--- src/rtl/pg_ctrl.sv ---
// pg_ctrl: power-gating controller that sits beside one NoC switch.
//
// Watches the switch's incoming write requests and buffer occupancy. After
// IDLE_CYCLES consecutive idle cycles it clamps the switch outputs (ISO),
// then removes power and holds the switch in reset (SLEEP). A new write
// request, or dropping sleep_en, powers the domain back up. The domain then
// settles for WAKE_CYCLES cycles (WAKE) before the upstream handshake is
// released again (ACTIVE).
//
// Ports:
//   clk       in   rising-edge clock
//   a_rst     in   asynchronous active-low reset
//   in_w      in   [PORTS_NUM] upstream write requests (held until accepted)
//   busy      in   switch holds at least one buffered flit
//   sleep_en  in   global gating enable
//   pwr_on    out  power-switch enable for the switch domain
//   iso       out  isolation clamp on the switch outputs (1 = clamped)
//   sw_rst    out  switch reset (1 = held in reset)
//   in_r_en   out  [PORTS_NUM] mask ANDed with the switch in_r, all bits equal
//   state_o   out  [2] current state (ACTIVE=0, ISO=1, SLEEP=2, WAKE=3)
//   sleeps_o  out  [CNT_SIZE] number of SLEEP entries, wraps
module pg_ctrl #(
  parameter int PORTS_NUM   = 5,
  parameter int IDLE_CYCLES = 16,
  parameter int WAKE_CYCLES = 4,
  parameter int CNT_SIZE    = 8
) (
  input  logic                 clk,
  input  logic                 a_rst,
  input  logic [PORTS_NUM-1:0] in_w,
  input  logic                 busy,
  input  logic                 sleep_en,
  output logic                 pwr_on,
  output logic                 iso,
  output logic                 sw_rst,
  output logic [PORTS_NUM-1:0] in_r_en,
  output logic [1:0]           state_o,
  output logic [CNT_SIZE-1:0]  sleeps_o
);

  typedef enum logic [1:0] {
    ACTIVE = 2'd0,
    ISO    = 2'd1,
    SLEEP  = 2'd2,
    WAKE   = 2'd3
  } state_t;

  localparam logic [CNT_SIZE-1:0] IDLE_LAST = CNT_SIZE'(IDLE_CYCLES - 1);
  localparam logic [CNT_SIZE-1:0] IDLE_MAX  = CNT_SIZE'(IDLE_CYCLES);
  localparam logic [CNT_SIZE-1:0] WAKE_LAST = CNT_SIZE'(WAKE_CYCLES - 1);
  localparam logic [CNT_SIZE-1:0] CNT_ONE   = CNT_SIZE'(1);

  state_t                state;
  state_t                next_state;
  logic [CNT_SIZE-1:0]   icnt;
  logic [CNT_SIZE-1:0]   icnt_next;
  logic [CNT_SIZE-1:0]   wcnt;
  logic [CNT_SIZE-1:0]   wcnt_next;
  logic                  sleep_inc;
  logic                  act;
  logic                  idle;

  logic                  pwr_on_next;
  logic                  iso_next;
  logic                  sw_rst_next;
  logic [PORTS_NUM-1:0]  in_r_en_next;

  assign act  = |in_w;
  assign idle = !act && !busy;

  // Next-state and counter logic. Counters default to 0 so that icnt is 0
  // outside ACTIVE (including right after an ISO abort) and wcnt is 0 on
  // every WAKE entry.
  always_comb begin
    next_state = state;
    icnt_next  = '0;
    wcnt_next  = '0;
    sleep_inc  = 1'b0;
    unique case (state)
      ACTIVE: begin
        if (sleep_en && idle) begin
          if (icnt == IDLE_LAST) begin
            next_state = ISO;
          end else begin
            icnt_next = (icnt == IDLE_MAX) ? icnt : icnt + CNT_ONE;
          end
        end
      end
      ISO: begin
        // Power is still on, so any sign of traffic cancels the gating.
        if (act || busy || !sleep_en) begin
          next_state = ACTIVE;
        end else begin
          next_state = SLEEP;
          sleep_inc  = 1'b1;
        end
      end
      SLEEP: begin
        // busy is meaningless here: the switch domain is unpowered.
        if (act || !sleep_en) begin
          next_state = WAKE;
        end
      end
      WAKE: begin
        // Settle time always runs to completion.
        if (wcnt == WAKE_LAST) begin
          next_state = ACTIVE;
        end else begin
          wcnt_next = wcnt + CNT_ONE;
        end
      end
      default: next_state = ACTIVE;
    endcase
  end

  // Output decode of the next state; registering it keeps every output a
  // clean flop that always matches the current state.
  always_comb begin
    pwr_on_next  = 1'b1;
    iso_next     = 1'b0;
    sw_rst_next  = 1'b0;
    in_r_en_next = '0;
    unique case (next_state)
      ACTIVE: in_r_en_next = {PORTS_NUM{1'b1}};
      ISO:    iso_next     = 1'b1;
      SLEEP: begin
        pwr_on_next = 1'b0;
        iso_next    = 1'b1;
        sw_rst_next = 1'b1;
      end
      WAKE: begin
        iso_next    = 1'b1;
        sw_rst_next = 1'b1;
      end
      default: in_r_en_next = {PORTS_NUM{1'b1}};
    endcase
  end

  always_ff @(posedge clk or negedge a_rst) begin
    if (!a_rst) begin
      state    <= ACTIVE;
      icnt     <= '0;
      wcnt     <= '0;
      sleeps_o <= '0;
      pwr_on   <= 1'b1;
      iso      <= 1'b0;
      sw_rst   <= 1'b0;
      in_r_en  <= {PORTS_NUM{1'b1}};
    end else begin
      state    <= next_state;
      icnt     <= icnt_next;
      wcnt     <= wcnt_next;
      if (sleep_inc) begin
        sleeps_o <= sleeps_o + CNT_ONE;
      end
      pwr_on   <= pwr_on_next;
      iso      <= iso_next;
      sw_rst   <= sw_rst_next;
      in_r_en  <= in_r_en_next;
    end
  end

  assign state_o = state;

endmodule

--- config.mk ---
export PLATFORM = sky130hd
export DESIGN_NAME = pg_ctrl
export DESIGN_NICKNAME = d
export VERILOG_FILES = /design/src/rtl/pg_ctrl.sv
export SDC_FILE = /design/constraint.sdc
export NUM_CORES = 1
export LEC_CHECK = 0
export ABC_AREA = 1
export CORE_MARGIN = 2
export CORE_UTILIZATION = 51
export DETAILED_ROUTE_END_ITERATION = 8
export PLACE_DENSITY = 0.87
export SYNTH_ARGS = -nofsm -noshare
export SYNTH_HDL_FRONTEND = slang
export SYNTH_SLANG_ARGS = --single-unit
--- constraint.sdc ---
create_clock -name clk -period 1.7 [get_ports clk]
set_clock_uncertainty 0.2 [all_clocks]
set_input_delay 0.34 -clock clk [delete_from_list [all_inputs] [get_ports clk]]
set_output_delay 0.34 -clock clk [all_outputs]
set_load 0.005 [all_outputs]
* Yosys cells after proc, flatten, opt, wreduce, memory -nomap -nowiden
Cells that the tools add are included.
** Operators by class
- Add/sub/neg operators :: 3
- Equal/unequal tests :: 10
- Muxes and demuxes :: 18
- Reductions and logical operators :: 13
** Operators with widths (number)
- 2-to-1 mux 8 bit :: 6
- adder 8 x 1 -> 8 bit (second input constant) :: 3
- 2-to-1 mux 2 bit :: 5
- == test 2 bit (second input constant) :: 4
- == test 8 x 2 -> 1 bit (second input constant) :: 1
- == test 8 x 4 -> 1 bit (second input constant) :: 1
- == test 8 x 5 -> 1 bit (second input constant) :: 1
- case mux 2 bit (4 select lines) :: 1
- 2-to-1 mux 1 bit :: 5
- 2-to-1 mux 5 bit :: 1
- OR reduction 5 bit :: 1
- == test 2 x 1 -> 1 bit (second input constant) :: 2
- zero test 2 bit :: 2
- inequality test 4 bit (second input constant) :: 1
- zero test 1 bit :: 3
- logical OR 1 bit :: 3
- OR reduction 3 bit :: 1
- logical AND 1 bit :: 2
- OR reduction 2 bit :: 1
** Storage, ports and cells
- Register bits after elaboration :: 34
- Output and inout port bits :: 18
- Logic and storage cells :: 52

* Logic depth before layout (Yosys ltp)
- Depth after elaboration :: 9
- Depth in mapped cells :: 10

* Worst setup path before layout
No wires, ideal clock.
- Kind :: register to register
- Start :: register icnt[0]
- End :: register icnt[2]
- Setup time :: 0.118 ns
- Arrival time :: 1.124 ns
- Data required time :: 1.382 ns
- Path slack :: 0.259 ns
- Stages on the path, launching flop included :: 10
- Buffers on the path :: 0
- Cells stage by stage :: dfrtp_1 > inv_1 > ha_1 > inv_1 > nor2_1 > nand3_1 > nor2_1 > nand2_1 > a21oi_1 > nor2_1
** Between the ends
- Cells in the longest elaborated chain, start to end :: 5
** Ends and longest elaborated chain
- from (decl) :: line 55 : logic [CNT_SIZE-1:0] icnt;
- from (signal assigned) :: line 151 : icnt <= icnt_next;
- adder 8 x 1 -> 8 bit :: line 85 : icnt_next = (icnt == IDLE_MAX) ? icnt : icnt + CNT_ONE;
- 2-to-1 mux 8 bit :: line 85
- 2-to-1 mux 8 bit :: line 82 : if (icnt == IDLE_LAST) begin
- 2-to-1 mux 8 bit :: line 81 : if (sleep_en && idle) begin
- 2-to-1 mux 8 bit :: line 79 : unique case (state)
Several ways; a longest one is shown, not always the timed one. The select of a mux whose other input is x is not followed.
A chain may end at the register's enable or synchronous reset.

* Final worst setup path
- Start :: register state[1] (netlist: state_o[1])
- End :: register icnt[2]
** Between the ends
- Cells in the longest elaborated chain, start to end :: 2
** Ends and longest elaborated chain
- from (decl) :: line 53 : state_t state;
- from (signal assigned) :: line 150 : state <= next_state;
- zero test 2 bit (*) :: line 79
- inequality test 4 bit (no line) or 2-to-1 mux 8 bit (tied branches)
Mark *: on every way between the ends. The rest lies on a longest branch, timed or not.

==> flow_summary_export.csv <==
group,metric,value,unit
cts,cts-root-buf,"clkbuf_4",
timing,worstMarginPinSlew,0.332,ns
timing,period_needed,1.66,ns
timing,hold_viol_final,0,
routing,drtAntennaViolNets,0,
layout,instances_no_fill,258,
flow_run,cap_violations,0,
timing,maxSlewViolCount,0,
setup_path,worst_ep_arrival_time,1.67,ns
routing,vias_per_cell,5.05,
cts,clk_pin_slew_worst_paths,0.09,ns
status,outcome,"completed",
pwr,power.leakage,0.995,nW
global_routing,grt_pass1_wl,5420,microns
floorplan,die_w,58.1,microns
place,dp.cells,236,
synth,yosys_warnings,0,
synth,ys_seq_area_share,48.7,%
place,placed_area,1790,sq um
layout,fillCellCount,219,
routing,vias,1303,
timing,maxSlewHeadroom,77.8,%
floorplan,initial_utilization,53.7,%
timing,fmax,0.604,GHz
global_routing,track_usage,21.6,%
pwr,intPower,0.971,mW
layout,multi_input_area,704,sq um
cts,postCtsHoldBufs,0,
place,dp.final_hpwl,2090,microns
global_routing,met2_usage,35.7,%
cts,h-tree-depth,2,
pwr,seqPwrFrac,56.1,%
routing,drcViolationCount,0,
global_routing,grt-ovfl-total,0,
routing,wl_per_cell,12.5,microns
cts,cts_num_sinks,29,
synth,avgSynthCellArea,8.25,sq um
global_routing,use_met1,25.4,%
synth,synth_area,1490,sq um
place,place_congestion,0.779,
pwr,p_sw,0.296,mW
synth,synth-edff-count,0,
pwr,p_sw_share,23.4,%
routing,drt_first_pass_iters,4,
layout,drive_above_1_share,20.7,%
floorplan,num_io_pins,27,
layout,syn2layout_area_growth,32.1,%
pwr,combPwrFrac,9.7,%
routing,drtIter0Drc,47,
place,io_buffer_count,26,
synth,yosys-top-cells-area,"dfrtp_1, nand2_1, nand3_1, nor2_1, inv_1",
timing,setup_viol,0,
setup_path,end_kind,"flip-flop",
floorplan,fp.dieH,58.1,microns
setup_path,cp-start-kind,"flip-flop",
global_routing,gr-usage-met3,5.58,%
layout,diodes,0,
synth,yosys_register_bits,29,
synth,syn_nets,194,
cts,cts_tree,"built",
pwr,pwr_density_cell,642,nW/um^2
hold_path,hp-class,"in2async",
cts,cts_buffer_depth,2,
layout,regArea,731,sq um
setup_path,crit_path_max_fanout,6,
synth,synth_top_area_cell,"dfrtp_1",
cts,clk_latency,0.32,ns
setup_path,worstSetupPathType,"reg2reg",
synth,yosysTopAreaCellShare,45.2,%
pwr,peakVddDrop,0.000563,V
global_routing,grt_start_max_net_pins,30,
cts,numCtsBuffers,5,
synth,synth_cells,181,
global_routing,grt_pass1_vias,1255,
pwr,clkPwrFrac,34.2,%
floorplan,fp.coreArea,2780,sq um
timing,finalCritPeriodShare,97.4,%
synth,ys_types,23,
layout,mostFrequentLayoutCell,"nand2_1",
layout,final_cell_mix,"nand2_1, dfrtp_1, nor2_1, nand3_1",
floorplan,fp.dieArea,3380,sq um
global_routing,busiest_layer,"met2",
timing,rsz0062_at_grt,"yes",
setup_path,required,1.72,ns
global_routing,antenna_found_initial,0,
floorplan,rows,19,
layout,nNetsFinal,239,
synth,synth_ff_type,"dfrtp_1",
synth,async_flop_share,100,%
routing,finalWirelength,3230,microns
layout,finish.utilization,70.9,%
layout,fin_area,1970,sq um
sequential cells by signal, summed over array words and instances (netlist names):
signal	cells
wcnt	8
icnt	8
pwr_on	1
in_r_en	1
sleeps_o	8
state_o	2
iso	1
repair_timing:
item	CTS	global route
gates resized for setup	31	15
cloned	0	1
buffers inserted	12	2
setup endpoints to repair	18	14
pin swaps	0	8
worst max-delay path, stage by stage, from the launching register on:
cell and delay [ns]:
dfrtp_2 0.43, buf_4 0.16, nor2_2 0.19, nand3_1 0.10, nor2_1 0.14, nand2_2 0.14, a21oi_2 0.14, nor2_1 0.04
cell families after synthesis:
family          after synthesis  share of synthesized area (%)
xor+xnor                     10                           5.86
simple gates                105                           30.8
flops                        29                           48.7
fa+ha+maj                     4                           3.35
buf+inv                      24                           7.79
compound gates                9                           3.43
layout make-up:
type                    instances  area share (%)
clock buffers                   8            2.98
flip-flops and latches         29            37.0
multi-input cells             129            35.7
inverters                      18            3.42
well taps                      31            1.97
repair buffers                 43            18.9
synth_stat cells (3+ instances only):
library cell,count
a21oi_1,3
buf_4,5
dfrtp_1,27
ha_1,4
inv_1,18
nand2_1,48
nand3_1,19
nor2_1,24
nor2_2,3
nor3_1,4
xnor2_1,6
xor2_1,4
stage by stage:
step / worst slack [ns] / power (mW) / hold slack [ns] / TNS, ns
after floorplan: 0.259 / 0.768 / -0.156 / 0
after global placement: -0.201 / 0.839 / 0.250 / -2.81
after detailed placement: -0.238 / 0.843 / 0.251 / -3.52
after CTS: -0.00811 / 1.28 / 0.155 / -0.00811
after global routing: -0.0689 / 1.32 / 0.166 / -0.227
final: 0.0447 / 1.27 / 0.159 / 0
path summary, 6_finish.rpt:
check / from / end / slack [ns] / cells past startpoint
hold / removal: a_rst / wcnt[3] / 0.16 / 2
max in group asynchronous: a_rst / in_r_en[3] / 0.90 / 2
setup / recovery: state_o[1] / icnt[2] / 0.04 / 7
setup reg to reg: state_o[1] / icnt[2] / 0.04 / 7
min in group clk: wcnt[0] / wcnt[0] / 0.26 / 1
hold reg to reg: wcnt[0] / wcnt[0] / 0.26 / 1
routing by layer:
layer / part of all wire (%) / wire, microns / vias up
met5: 0 / 0 / -
met4: 1.2 / 39 / 0
met3: 4.0 / 128 / 4
met2: 53 / 1710 / 27
met1: 42 / 1350 / 609
li1: - / - / 663
power by group through the flow:
| stage | Clock [mW] | Sequential (mW) | Combinational, mW |
|---|---|---|---|
| 2_1_floorplan | 0 | 0.730 | 0.0381 |
| 3_3_place_gp | 0 | 0.729 | 0.109 |
| 3_5_place_dp | 0 | 0.731 | 0.111 |
| 4_1_cts | 0.449 | 0.710 | 0.122 |
| 5_1_grt | 0.474 | 0.712 | 0.136 |
| 6_report | 0.433 | 0.711 | 0.123 |
No activity file was read; power rests on OpenSTA's default activity.
